$ cat src/rtl/addsub_pkg.sv
// Shared constants and request/response bundles for the add/sub pipeline.
// The flag fields of addsub_rsp_t read as 0 when ADDSUB_FLAGS_EN is undefined.
package addsub_pkg;

  localparam int ADDSUB_W = 4;

  typedef struct packed {
    logic [ADDSUB_W-1:0] a;
    logic [ADDSUB_W-1:0] b;
    logic                sub;
  } addsub_req_t;

  typedef struct packed {
    logic [ADDSUB_W-1:0] sum;
    logic                cout;
    logic                ovf;
    logic                zero;
    logic                neg;
  } addsub_rsp_t;

endpackage

$ cat src/rtl/addsub_core.sv
// Combinational WIDTH-bit ripple-carry adder/subtractor.
// Subtraction is A + ~B + 1, so cout=1 means "no borrow".
module addsub_core
  import addsub_pkg::*;
#(
  parameter int WIDTH = ADDSUB_W
) (
  input  logic [WIDTH-1:0] a,
  input  logic [WIDTH-1:0] b,
  input  logic             sub,
  output logic [WIDTH-1:0] sum,
  output logic             cout,
  output logic             ovf
);

  logic [WIDTH-1:0] b_eff;
  logic [WIDTH:0]   carry;

  assign b_eff    = b ^ {WIDTH{sub}};
  assign carry[0] = sub;

  generate
    for (genvar gi = 0; gi < WIDTH; gi++) begin : g_fa
      assign sum[gi]     = a[gi] ^ b_eff[gi] ^ carry[gi];
      assign carry[gi+1] = (a[gi] & b_eff[gi]) | (carry[gi] & (a[gi] ^ b_eff[gi]));
    end
  endgenerate

  assign cout = carry[WIDTH];
  // Signed overflow: like-signed operands produced a result of the other sign.
  assign ovf  = (a[WIDTH-1] == b_eff[WIDTH-1]) && (sum[WIDTH-1] != a[WIDTH-1]);

endmodule

$ cat src/rtl/addsub_pipe_ctrl.sv
// Two-stage valid/ready pipeline around addsub_core with backpressure and flush.
// Define ADDSUB_FLAGS_EN to register out_ovf/out_zero/out_neg; otherwise they are tied 0.
module addsub_pipe_ctrl
  import addsub_pkg::*;
#(
  parameter int WIDTH = ADDSUB_W
) (
  input  logic             clk,
  input  logic             rst_n,
  input  logic             flush,
  input  logic             in_valid,
  output logic             in_ready,
  input  logic [WIDTH-1:0] in_a,
  input  logic [WIDTH-1:0] in_b,
  input  logic             in_sub,
  output logic             out_valid,
  input  logic             out_ready,
  output logic [WIDTH-1:0] out_sum,
  output logic             out_cout,
  output logic             out_ovf,
  output logic             out_zero,
  output logic             out_neg
);

  logic             s1_valid_reg, s1_valid_next;
  logic             s2_valid_reg, s2_valid_next;
  logic [WIDTH-1:0] s1_a_reg, s1_b_reg;
  logic             s1_sub_reg;
  logic [WIDTH-1:0] sum_reg;
  logic             cout_reg;

  logic             s2_free, s1_adv, accept, s2_load;
  logic [WIDTH-1:0] core_sum;
  logic             core_cout, core_ovf;

  // in_ready depends on out_ready and flush only, never on in_valid.
  assign s2_free  = !s2_valid_reg || out_ready;
  assign s1_adv   = s1_valid_reg && s2_free;
  assign in_ready = (!s1_valid_reg || s1_adv) && !flush;
  assign accept   = in_valid && in_ready;
  assign s2_load  = s1_adv && !flush;

  always_comb begin
    s1_valid_next = s1_valid_reg;
    s2_valid_next = s2_valid_reg;
    if (flush) begin
      s1_valid_next = 1'b0;
      s2_valid_next = 1'b0;
    end else begin
      if (accept)
        s1_valid_next = 1'b1;
      else if (s1_adv)
        s1_valid_next = 1'b0;
      if (s1_adv)
        s2_valid_next = 1'b1;
      else if (out_ready)
        s2_valid_next = 1'b0;
    end
  end

  always_ff @(posedge clk or negedge rst_n) begin
    if (!rst_n) begin
      s1_valid_reg <= 1'b0;
      s2_valid_reg <= 1'b0;
    end else begin
      s1_valid_reg <= s1_valid_next;
      s2_valid_reg <= s2_valid_next;
    end
  end

  always_ff @(posedge clk or negedge rst_n) begin
    if (!rst_n) begin
      s1_a_reg   <= '0;
      s1_b_reg   <= '0;
      s1_sub_reg <= 1'b0;
    end else if (accept) begin
      s1_a_reg   <= in_a;
      s1_b_reg   <= in_b;
      s1_sub_reg <= in_sub;
    end
  end

  addsub_core #(
    .WIDTH (WIDTH)
  ) u_core (
    .a    (s1_a_reg),
    .b    (s1_b_reg),
    .sub  (s1_sub_reg),
    .sum  (core_sum),
    .cout (core_cout),
    .ovf  (core_ovf)
  );

  // Result registers move only on an S2 load; a flush leaves their contents alone.
  always_ff @(posedge clk or negedge rst_n) begin
    if (!rst_n) begin
      sum_reg  <= '0;
      cout_reg <= 1'b0;
    end else if (s2_load) begin
      sum_reg  <= core_sum;
      cout_reg <= core_cout;
    end
  end

`ifdef ADDSUB_FLAGS_EN
  logic ovf_reg, zero_reg, neg_reg;

  always_ff @(posedge clk or negedge rst_n) begin
    if (!rst_n) begin
      ovf_reg  <= 1'b0;
      zero_reg <= 1'b0;
      neg_reg  <= 1'b0;
    end else if (s2_load) begin
      ovf_reg  <= core_ovf;
      zero_reg <= (core_sum == '0);
      neg_reg  <= core_sum[WIDTH-1];
    end
  end

  assign out_ovf  = ovf_reg;
  assign out_zero = zero_reg;
  assign out_neg  = neg_reg;
`else
  logic unused_core_ovf;
  assign unused_core_ovf = core_ovf;
  assign out_ovf  = 1'b0;
  assign out_zero = 1'b0;
  assign out_neg  = 1'b0;
`endif

  assign out_valid = s2_valid_reg;
  assign out_sum   = sum_reg;
  assign out_cout  = cout_reg;

endmodule
$ cat config.mk
export PLATFORM = sky130hd
export DESIGN_NAME = addsub_pipe_ctrl
export DESIGN_NICKNAME = d
export VERILOG_FILES = /design/src/rtl/addsub_pkg.sv /design/src/rtl/addsub_core.sv /design/src/rtl/addsub_pipe_ctrl.sv
export SDC_FILE = /design/constraint.sdc
export NUM_CORES = 1
export LEC_CHECK = 0
export ABC_CLOCK_PERIOD_IN_PS = 5320
export CORE_MARGIN = 1.5
export CORE_UTILIZATION = 49
export DETAILED_ROUTE_END_ITERATION = 16
export PLACE_DENSITY = 0.82
export SYNTH_ARGS = -nofsm -noshare
export SYNTH_HDL_FRONTEND = slang
export SYNTH_HIERARCHICAL = 1
export SYNTH_SLANG_ARGS = --single-unit
$ cat constraint.sdc
create_clock -name clk -period 5.32 [get_ports clk]
set_input_delay 0.798 -clock clk [delete_from_list [all_inputs] [get_ports clk]]
set_output_delay 0.798 -clock clk [all_outputs]
set_load 0.01 [all_outputs]
After elaboration in Yosys (flattened, before gate mapping)
Index checks and enable logic that the tools add are counted.
- register bits after elaboration: 16
- input bits: 14
- output and inout port bits: 10
- logic and storage cells: 45
- muxes and demuxes: 6
- bitwise gates (word level): 21
- reductions and logical operators: 11
- operators by type and width (operator ; count):
    $and 1x1->1 ; 8
    $xor 1x1->1 ; 8
    $mux 1 ; 6
    $reduce_bool 3->1 ; 2
    $logic_and 1x1->1 ; 4
    $or 1x1->1 ; 4
    $xor 4x4->4 ; 1
    $logic_not 1->1 ; 3
    $logic_or 1x1->1 ; 2

Depth between registers and ports, before layout
- depth after elaboration: 10
- gate-level depth with buffers: 7
- gate-level depth less buffers: 7

Modules after synthesis
Netlist, hierarchy kept.
- by module, submodules not included (module ; times used ; cells each ; area each (sq um) ; sequential area each (sq um)):
    addsub_pipe_ctrl ; 1 ; 44 ; 685.7 ; 400.4
    addsub_core ; 1 ; 15 ; 146.4 ; 0.0

Worst setup path before layout
Ideal clock, no wire load.
- kind: register -> register
- start point: reg s1_b_reg[0]
- end point: reg sum_reg[3] (netlist: out_sum[3])
- library setup time: 0.125 ns
- data arrival time: 2.024 ns
- data required time: 5.195 ns
- setup slack: 3.172 ns
- cell stages (with the launch flop): 8
- path buffers: 0
- clock period less this slack: 2.148 ns
- cells stage by stage: dfrtp_1 -> mux2_2 -> fa_1 -> inv_1 -> fa_1 -> inv_1 -> fa_1 -> mux2_2
- word-level cells in the longest chain between the ends: 9
- elaborated cells on any way between the ends: 10
- classes of those cells: bitwise (10)
- ends and longest elaborated chain (item ; RTL line ; source):
    start, declared ; addsub_pipe_ctrl.sv:27 ; logic [WIDTH-1:0] s1_a_reg, s1_b_reg;
    start signal, assigned ; addsub_pipe_ctrl.sv:78 ; s1_b_reg <= in_b;
    $xor 4x4->4 * ; addsub_core.sv:19 ; assign b_eff = b ^ {WIDTH{sub}};
    $xor 1x1->1 ; addsub_core.sv:25 ; assign carry[gi+1] = (a[gi] & b_eff[gi]) | (carry[gi] & (a[gi] ^ b_eff[gi]));
    $and 1x1->1 ; addsub_core.sv:25 ;
    $or 1x1->1 * ; addsub_core.sv:25 ;
    $and 1x1->1 * ; addsub_core.sv:25 ;
    $or 1x1->1 * ; addsub_core.sv:25 ;
    $and 1x1->1 * ; addsub_core.sv:25 ;
    $or 1x1->1 * ; addsub_core.sv:25 ;
    $xor 1x1->1 * ; addsub_core.sv:24 ; assign sum[gi] = a[gi] ^ b_eff[gi] ^ carry[gi];
    net core_sum[3] ; addsub_pipe_ctrl.sv:33 ; logic [WIDTH-1:0] core_sum;
    end signal, assigned ; addsub_pipe_ctrl.sv:100 ; sum_reg <= core_sum;
    end, declared ; addsub_pipe_ctrl.sv:29 ; logic [WIDTH-1:0] sum_reg;
Mark *: on every way through the listed nets, which the timed path passes. The rest lies on a longest branch.
A chain may end at the register's enable or synchronous reset.

Worst setup path in the final report
- start point: in out_ready
- end point: out in_ready
- word-level cells in the longest chain between the ends: 4
- ends and longest elaborated chain (item ; RTL line ; source):
    start, declared ; addsub_pipe_ctrl.sv:17 ; input logic out_ready,
    $logic_or 1x1->1 ; addsub_pipe_ctrl.sv:37 ; assign s2_free = !s2_valid_reg || out_ready;
    $logic_and 1x1->1 ; addsub_pipe_ctrl.sv:38 ; assign s1_adv = s1_valid_reg && s2_free;
    $logic_or 1x1->1 ; addsub_pipe_ctrl.sv:39 ; assign in_ready = (!s1_valid_reg || s1_adv) && !flush;
    $logic_and 1x1->1 ; addsub_pipe_ctrl.sv:39 ;
    end, declared ; addsub_pipe_ctrl.sv:12 ; output logic in_ready,
Every way passes these cells.

==> results.json <==
{
  "syn-instance-count": 56,
  "worst-slew-pin-transition_ns": 0.7059,
  "worstPathMaxFanout": 3,
  "clock-root-buffer": "sky130_fd_sc_hd__clkbuf_4",
  "placement.io_buffers": 20,
  "placement_rows": 14,
  "number_of_clock_buffers_inserted_by_tritoncts": 3,
  "antenna_cells": 0,
  "cp_data_required_time_ns": 4.52,
  "area_growth_pct": 28.53,
  "final_max_slew_violation_count": 0,
  "top_level_ports": 24,
  "post-route-util": 0.6806,
  "clock_insertion_delay_at_the_later_pin_of_the_skew_report_ns": 0.28,
  "drive_above_1_share": 0.2564,
  "grt_first_pass_wirelength_um": 2118,
  "power_report.internal_total_mw": 0.2805,
  "cts_setup_buffers": 0,
  "critical_path_class": "in -> out",
  "post_cts.resized_instances": 0,
  "mappedNetlistArea_um2": 807.0,
  "worstSetupEndpointType": "output pin",
  "groute.usage.overall": 0.1547,
  "antenna_found_initial": 0,
  "max_slew_margin": 0.5279,
  "clock_sink_count": 16,
  "dpl_cell_area_mm2": 0.001001,
  "global_route.overflow_total": 0,
  "critical_path_arrival_ns": 2.09,
  "via_count": 462,
  "post_detailed_routing_wire_length_um": 1214,
  "hold_buffer_count_at_cts": 0,
  "switching_share": 0.2710,
  "post-route-drc-count": 0,
  "comb_power_share": 0.351,
  "nets_finish": 96,
  "x_dimension_of_the_die_um": 43.59,
  "status": "finished, final reports clean",
  "p_switching_mw": 0.1042,
  "hold_violations": 0,
  "floorplan.die.height_um": 43.59,
  "drt-initial-drc-count": 3,
  "clock_skew_after_layout_ns": 0.007121,
  "fillerInstances": 116,
  "clock_power_share": 0.202,
  "timing.hold.worst.class": "reg -> reg",
  "setup.worst_path.start_class": "primary input",
  "htree_num_levels": 1,
  "design_power_total_mw": 0.3847,
  "routed_wire_length_per_instance_um": 12.91,
  "detail-route-antenna-nets": 0,
  "pwr-share-seq": 0.447,
  "initial_core_util": 0.5296,
  "timing.setup.tns_ns": 0,
  "synth_warnings": 6,
  "synthesis.area_per_instance_um2": 14.41,
  "sequential_cell_area_um2": 400.4,
  "footprint_of_the_multi_input_gates_um2": 365.4,
  "grt_start_max_net_pins": 17,
  "final_period_util": 0.5429,
  "gpl.final_weighted_congestion": 0.6776,
  "grt_setup_unrepaired": "false",
  "firstDrtPassIters": 4,
  "setup-violations-final": 0,
  "first_global_vias": 515,
  "power_density_mw_per_mm2": 370.9,
  "dp_hpwl_um": 968.1,
  "tritoncts": "done",
  "clk_transition_reported_paths_ns": 0.09,
  "highest_ir_drop_seen_on_vdd_v": 0.0002585,
  "maxClockFrequency_mhz": 346.3,
  "layout.cell_area.non_filler_mm2": 0.001037,
  "drv.max_cap_violation_count": 0,
  "cellLeakagePower_nw": 0.4907,
  "clockBufferDepth": 2,
  "floorplan.core_area_mm2": 0.001524,
  "die_area_mm2": 0.001900,
  "fin_crit_ns": 2.888,
  "detail_route.vias_per_cell": 4.915
}
==> layout by cell type (no fill, tap or decap), drive strengths merged <==
cell type	count
nor2	5
xor2	3
dfrtp	16
clkbuf	4
conb	3
or3b	1
xnor2	1
clkdlybuf4s50	20
mux2	15
and3b	1
and2b	1
inv	4
nor3b	1
fa	3
==> through the flow <==
step,setup WS (ns),hold slack [ns],cells
after global placement,2.463,0.4895,90
after detailed placement,2.436,0.4951,90
final,2.432,0.5116,94
after floorplan,3.223,0.4711,58
after CTS,2.430,0.5160,94
after global routing,2.357,0.5387,94
==> worst max-delay path: stages <==
cell                              delay [ns]
sky130_fd_sc_hd__clkdlybuf4s50_1        0.47
sky130_fd_sc_hd__and3b_1                0.21
sky130_fd_sc_hd__nor2_1                 0.09
sky130_fd_sc_hd__clkdlybuf4s50_1        0.53
==> cell type report <==
type | count | share of cell area
Inverter | 4 | 0.01448
Clock buffer | 4 | 0.03498
Sequential cell | 16 | 0.3860
Tap cell | 16 | 0.01930
Multi-Input combinational cell | 34 | 0.3522
Timing Repair Buffer | 20 | 0.1930
==> path summary, 6_finish.rpt <==
kind | start | end | slack [ns] | depth (start not counted)
setup / recovery | out_ready | in_ready | 2.43 | 4
hold / removal | out_sum[3] | out_sum[3] | 0.51 | 1
setup reg to reg | s1_b_reg[0] | out_sum[3] | 3.10 | 7
hold reg to reg | out_sum[3] | out_sum[3] | 0.51 | 1
max in group asynchronous | rst_n | out_sum[2] | 3.93 | 1
min in group asynchronous | rst_n | s1_a_reg[1] | 0.93 | 1
==> power groups by stage <==
stage / Sequential [mW] / Clock [mW] / Combinational [mW]
after floorplan: 0.180 / 0 / 0.0670
after global placement: 0.173 / 0 / 0.131
after detailed placement: 0.175 / 0 / 0.138
after CTS: 0.172 / 0.0811 / 0.138
after global routing: 0.176 / 0.0871 / 0.151
final: 0.172 / 0.0778 / 0.135
==> routing by layer <==
metal  up-vias  global-route usage  routed length [µm]
met5         -                   0                   0
met4         0             0.05455                   0
met3         0             0.04167                  68
met2        17              0.2853                 662
met1       226              0.1676                 483
li1        219                   -                   -
Power figures use the tool's default switching activity.
